==> src/rtl/dma_byte_packer.sv <==
// Packs little-endian byte writes from an Avalon DMA master into 32-bit words and buffers them in a small FIFO.
// Latency: 1 cycle from the lane-3 write edge to out_valid.
// Backpressure: s_waitrequest stalls all byte lanes while the FIFO is full; out_ready pops the head.
module dma_byte_packer #(
    parameter int FIFO_DEPTH = 4
) (
    input  logic        clock,
    input  logic        aclr,
    input  logic        clk_en,
    input  logic        clear,
    input  logic [4:0]  s_address,
    input  logic        s_chipselect,
    input  logic        s_write_n,
    input  logic [7:0]  s_writedata,
    output logic        s_waitrequest,
    output logic        out_valid,
    output logic [31:0] out_data,
    input  logic        out_ready,
    output logic [15:0] word_count
);

    localparam int PW = $clog2(FIFO_DEPTH);
    localparam logic [PW:0] FULL_CNT = (PW+1)'(FIFO_DEPTH);

    logic [31:0]   mem [FIFO_DEPTH];
    logic [23:0]   assembly;
    logic [PW-1:0] wr_ptr;
    logic [PW-1:0] rd_ptr;
    logic [PW:0]   occupancy;

    logic          full;
    logic          wr_acc;
    logic          push;
    logic          pop;
    logic [1:0]    lane;
    logic [31:0]   push_dat;
    logic [PW-1:0] rd_ptr_nxt;
    logic [PW:0]   occupancy_nxt;
    logic [31:0]   head_nxt;
    logic          unused_addr;

    assign unused_addr   = ^s_address[4:2];
    assign lane          = s_address[1:0];
    assign full          = (occupancy == FULL_CNT);
    assign s_waitrequest = full | ~clk_en | ~aclr;
    assign wr_acc        = clk_en & s_chipselect & ~s_write_n & ~s_waitrequest;
    assign push          = wr_acc & (lane == 2'd3);
    assign pop           = clk_en & out_valid & out_ready;
    assign push_dat      = {s_writedata, assembly};

    // The head after this edge is the word being written now only when it lands at the new read pointer.
    always_comb begin
        rd_ptr_nxt    = pop ? rd_ptr + 1'b1 : rd_ptr;
        occupancy_nxt = occupancy;
        if (push && !pop)
            occupancy_nxt = occupancy + 1'b1;
        else if (pop && !push)
            occupancy_nxt = occupancy - 1'b1;
        head_nxt = (push && (wr_ptr == rd_ptr_nxt)) ? push_dat : mem[rd_ptr_nxt];
    end

    always_ff @(posedge clock) begin
        if (push && !clear)
            mem[wr_ptr] <= push_dat;
    end

    always_ff @(posedge clock or negedge aclr) begin
        if (!aclr) begin
            assembly   <= '0;
            wr_ptr     <= '0;
            rd_ptr     <= '0;
            occupancy  <= '0;
            out_valid  <= 1'b0;
            out_data   <= '0;
            word_count <= '0;
        end else if (clk_en) begin
            if (clear) begin
                assembly   <= '0;
                wr_ptr     <= '0;
                rd_ptr     <= '0;
                occupancy  <= '0;
                out_valid  <= 1'b0;
                word_count <= '0;
            end else begin
                if (wr_acc) begin
                    case (lane)
                        2'd0:    assembly[7:0]   <= s_writedata;
                        2'd1:    assembly[15:8]  <= s_writedata;
                        2'd2:    assembly[23:16] <= s_writedata;
                        default: ;
                    endcase
                end
                if (push) begin
                    wr_ptr     <= wr_ptr + 1'b1;
                    word_count <= word_count + 16'd1;
                end
                rd_ptr    <= rd_ptr_nxt;
                occupancy <= occupancy_nxt;
                out_valid <= (occupancy_nxt != '0);
                // Empty FIFO keeps the last word on out_data.
                if (occupancy_nxt != '0)
                    out_data <= head_nxt;
            end
        end
    end

endmodule

==> config.mk <==
export PLATFORM = sky130hd
export DESIGN_NAME = dma_byte_packer
export DESIGN_NICKNAME = d
export VERILOG_FILES = /design/src/rtl/dma_byte_packer.sv
export SDC_FILE = /design/constraint.sdc
export NUM_CORES = 1
export LEC_CHECK = 0
export CAP_MARGIN = 10
export CELL_PAD_IN_SITES_DETAIL_PLACEMENT = 0
export CELL_PAD_IN_SITES_GLOBAL_PLACEMENT = 1
export CORE_UTILIZATION = 54
export DETAILED_ROUTE_END_ITERATION = 12
export GPL_TIMING_DRIVEN = 0
export PLACE_DENSITY_LB_ADDON = 0.1
export SETUP_SLACK_MARGIN = 0.1
export SLEW_MARGIN = 20
export SYNTH_ARGS = -nofsm -noshare
export SYNTH_HDL_FRONTEND = slang
export SYNTH_SLANG_ARGS = --single-unit
==> constraint.sdc <==
create_clock -name clock -period 4.3 [get_ports clock]
set_input_delay 0.86 -clock clock [delete_from_list [all_inputs] [get_ports clock]]
set_output_delay 0.86 -clock clock [all_outputs]
set_load 0.05 [all_outputs]
### Word-level counts from Yosys, hierarchy flattened

Memory sizes are Yosys's and may differ from the RTL's. A register that Yosys moved wholly into a read port is not among the register bits.
Index checks and enable logic that the tools add are counted.

* flip-flop bits (word level): 48
* memories: 1
* output and inout bits: 50
* RAM bits: 128
* input bits: 20
* word-level logic and storage cells: 67

Memories
* mem: depth 4, width 32, rd ports 1, clocked after Yosys merged registers in 1, wr ports 1, line 25 `logic [31:0] mem [FIFO_DEPTH];`

* add/subtract/negate cells: 5
* bitwise logic cells: 13
* equal/unequal tests: 4
* muxes and demuxes: 17
* reductions and logical operators: 19

Operators by type and width (number)
* $mux 24: 2
* $mux 16: 2
* $mux 8: 3
* $add 16x1->16 const B: 1
* $reduce_and 3->1: 4
* $reduce_bool 2->1: 5
* $mux 3: 3
* $mux 2: 4
* $and 1x1->1: 6
* $not 1->1: 5
* $add 2x1->2 const B: 2
* $eq 2x2->1 const B: 2
* $logic_not 1->1: 4
* $add 3x1->3 const B: 1
* $eq 3x3->1 const B: 1
* $logic_and 1x1->1: 3
* $mux 1: 3
* $reduce_bool 3->1: 1
* $sub 3x1->3 const B: 1
* $eq 2x1->1 const B: 1
* $logic_not 2->1: 1
* $or 1x1->1: 2
* $reduce_and 2->1: 1

### Logic depth before layout (Yosys ltp)

* depth after elaboration: 12
* depth in mapped cells: 9
* mapped depth without buffers: 8

### Worst setup path before layout

No wires, ideal clock.

* kind: in2reg
* start point: in clk_en
* end point: mem mem[1][0], enable pin
* data required time: 3.908 ns
* slack: 1.424 ns
* cell stages on the path: 5
* data arrival time: 2.484 ns
* buffers on the path: 1
* library setup time: 0.392 ns
* cell sequence: buf_4 and2_1 nand4_1 nor3b_2 and2_1

* word-level cells in the longest chain between the ends: 9
* elaborated cells on any way between the ends: 11
* those cells by class: mux (2); bitwise (8); reduce/logical (1)

RTL lines
* start, declared: line 9 `input logic clk_en,`
* $not 1->1: line 45 `assign s_waitrequest = full | ~clk_en | ~aclr;`
* $or 1x1->1 (2 in a row): line 45
* $not 1->1: line 46 `assign wr_acc = clk_en & s_chipselect & ~s_write_n & ~s_waitrequest;`
* $and 1x1->1 *: line 46
* $and 1x1->1 *: line 47 `assign push = wr_acc & (lane == 2'd3);`
* $logic_and 1x1->1 *: line 63 `if (push && !clear)`
* $mux 1 *: line 63
* $mux 1 (implied by the code) *: line 64 `mem[wr_ptr] <= push_dat;`
* end, declared: line 25

Every way passes the cells marked *; elsewhere a longest branch is shown, timed or not.

### Final worst setup path

* start point: in clk_en
* end point: out s_waitrequest

* word-level cells in the longest chain between the ends: 3

RTL lines
* $not 1->1: line 45
* $or 1x1->1 (2 in a row): line 45
* end, declared: line 15 `output logic s_waitrequest,`

No other way between the ends.

==> flow_metrics.py <==
metrics = {
    "power": {
        "p_leak_nw": 3.94,
        "p_per_area_nw_per_um2": 620,
        "peakVddDrop_mv": 0.408,
    },
    "global_route": {
        "grt_antenna_before_repair": 0,
        "grt_usage_pct": 22.2,
        "overflow": 0,
        "top_usage_layer": "met2",
        "grt_start_max_net_pins": 61,
        "met2_usage_pct": 36.6,
        "grt_first_pass_wirelength_mm": 27.7,
        "grt_use_met3_pct": 3.88,
        "grt_pass1_vias": 4880,
        "globalRouteMet1Util_pct": 31.1,
    },
    "sta": {
        "period_needed_ps": 3370,
        "fmax_mhz": 297,
        "post-route-period-util_pct": 78.3,
        "slew_headroom_pct": 32.7,
        "whs_ps": 206,
        "rsz0062_at_grt": "false",
        "worst_pin_slew_ps": 1000,
        "slew_violations": 0,
        "skew_ps": 8.38,
        "setup_viol": 0,
        "hold_violations": 0,
    },
    "critical_path": {
        "cp_num_buf_inv": 3,
        "crit_arrival_ps": 2510,
        "cpMostUsedCell": "clkdlybuf4s50_1",
        "cpMaxStageDelayCell": "clkdlybuf4s50_1",
        "startpoint_type": "input port",
        "slowest_delay_ps": 820,
        "crit_required_ps": 3440,
        "crit_fanout": 10,
        "critPathTopFamily": "buffers and inverters",
        "path_cells": "clkdlybuf4s50_1 > buf_4 > and2_1 > nand2_1 > clkdlybuf4s50_1",
        "rr_startpoint": "occupancy[0]$_DFFE_PN0P_",
        "r2r_slack_ps": 1330,
        "cp-end-kind": "output pin",
        "rr_worst_depth": 9,
        "reg2reg_to": "out_data[6]$_DFFE_PN0P_",
        "critical_path_class": "in2out",
    },
    "clock_network": {
        "post_cts_resized": 0,
        "postCtsSetupBuffers": 0,
        "clk_path_buf_depth": 3,
        "cts_hold_buf": 0,
        "cts_buffers": 23,
        "cts_sinks": 208,
        "insertion_delay_ps": 500,
        "root_buffer": "clkbuf_16",
        "clkTransAtPathRegs_ps": 50,
        "cts_tree": "done",
        "htree_levels": 1,
    },
    "yosys": {
        "synth_nets": 522,
        "yosys_register_bits": 208,
        "ys.flop_type": "edfxtp_1",
        "postSynthCellCount": 494,
        "yosysWarnings": 0,
        "synth_top_cell_by_area": "edfxtp_1",
        "yosysSeqAreaShare_pct": 66.4,
        "syn_area_um2": 8800,
        "synth_edf_count": 128,
        "ys_types": 49,
        "syn_area_per_cell_um2": 17.8,
        "synthTopCellsByArea": "edfxtp_1 (44%), dfrtp_1 (23%), mux2_2 (7.7%)",
        "async_flop_share_pct": 38.5,
        "synth_top_area_share_pct": 43.7,
    },
    "detailed_routing": {
        "drc": 0,
        "antenna_left": 0,
        "wirelength_mm": 17.4,
        "dr.first_iter.drc_count": 265,
        "wl_per_cell_um": 21.2,
        "routed_via_density": 5.63,
        "route.vias.total": 4626,
        "firstDrtPassIters": 4,
    },
    "die": {
        "fp.coreArea_um2": 15900,
        "ios": 70,
        "start_util_pct": 55.4,
        "fp.dieH_um": 130,
        "die-width_um": 130,
        "rows": 46,
        "dieArea_um2": 16800,
    },
    "cells_and_area": {
        "final_cell_area_um2": 10600,
        "fillers": 1128,
        "postLayoutCoreUtil_pct": 66.8,
        "mostFrequentLayoutCell": "edfxtp_1",
        "layout_common_cells": "edfxtp_1 (128), dfrtp_1 (80), clkdlybuf4s50_1 (64)",
        "diodes": 0,
        "syn_to_final_growth_pct": 20.6,
        "drive_gt1_share_pct": 30.6,
        "num-nets-final": 617,
    },
    "place": {
        "placed_area_um2": 9860,
        "gp_congestion": 0.763,
        "dpl.hpwl_mm": 10.9,
        "io_buffers": 65,
    },
    "status": {
        "outcome": "completed",
    },
    "worst_hold_path": {
        "hp-class": "in2async",
    },
    "flow_run": {
        "drv_cap": 0,
    },
}
==> cell usage after synthesis (all sizes together) (3+ instances only) <==
cell type / n
edfxtp: 128
mux2: 90
dfrtp: 80
mux4: 32
nor2: 17
buf: 14
nand2: 14
o21ai: 11
a21oi: 10
xnor2: 10
nand3: 9
nor2b: 9
and2: 8
ha: 8
and3: 6
inv: 6
or3: 6
nand4: 5
clkbuf: 4
xor2: 4
nor3: 3
o31ai: 3
==> per-layer routing <==
metal,wire (µm),vias up,share of wire [%]
met5,0,-,0
met4,325,0,1.9
met3,727,28,4.2
met2,8480,98,49
met1,7860,2390,45
li1,-,2110,-
==> cells by family after synthesis <==
logic type               count (synthesis)  synth area share (%)
AO/OA/AOI/OAI                           35                  2.80
XOR/XNOR                                14                  1.61
adder cells (fa/ha/maj)                  8                  1.14
buffers and inverters                   24                  1.83
flip-flops                             208                  66.4
multiplexers                           123                  21.1
AND/OR/NAND/NOR                         82                  5.07
==> metrics by stage <==
step           instances  setup WS [ps]  setup TNS (ps)  total power [mW]
3_3_place_gp         775          -3080         -624240              4.66
6_report             821            935               0              6.58
3_5_place_dp         780            489               0              4.70
4_1_cts              821            930               0              6.65
5_1_grt              821            834               0              6.84
2_1_floorplan        494           1420               0              4.11
==> worst max path at each step <==
stage                       from                       to  slack, ps  depth (start not counted)
final                     clk_en            s_waitrequest        930                          5
after global placement      aclr     mem[1][26]$_DFFE_PP_      -3080                          5
after global routing        aclr            s_waitrequest        830                          5
after floorplan           clk_en      mem[1][0]$_DFFE_PP_       1420                          5
after CTS                 clk_en            s_waitrequest        930                          5
after detailed placement    aclr  out_data[0]$_DFFE_PN0P_        490                          9
==> registers in the layout, indices dropped and copies added, names as in the netlist <==
signal,count
wr_ptr,2
occupancy,3
rd_ptr,2
assembly,24
out_valid,1
out_data,32
word_count,16
mem,128
==> final cells by class <==
class | count | area, µm² | share of cell area [%]
buffer | 18 | 139 | 1.31
clock buffer | 32 | 659 | 6.21
clock inverter | 9 | 100 | 0.943
inverter | 6 | 22.5 | 0.212
multi-input combinational | 262 | 2800 | 26.4
sequential | 208 | 5850 | 55.0
tap | 216 | 270 | 2.55
timing repair buffer | 70 | 782 | 7.36
==> report_power, final <==
group	total [mW]	switching [mW]	internal [mW]
logic	2.11	1.11	1.00
clock network	1.94	0.751	1.19
registers	2.53	0.168	2.36
Power figures use the tool's default switching activity.
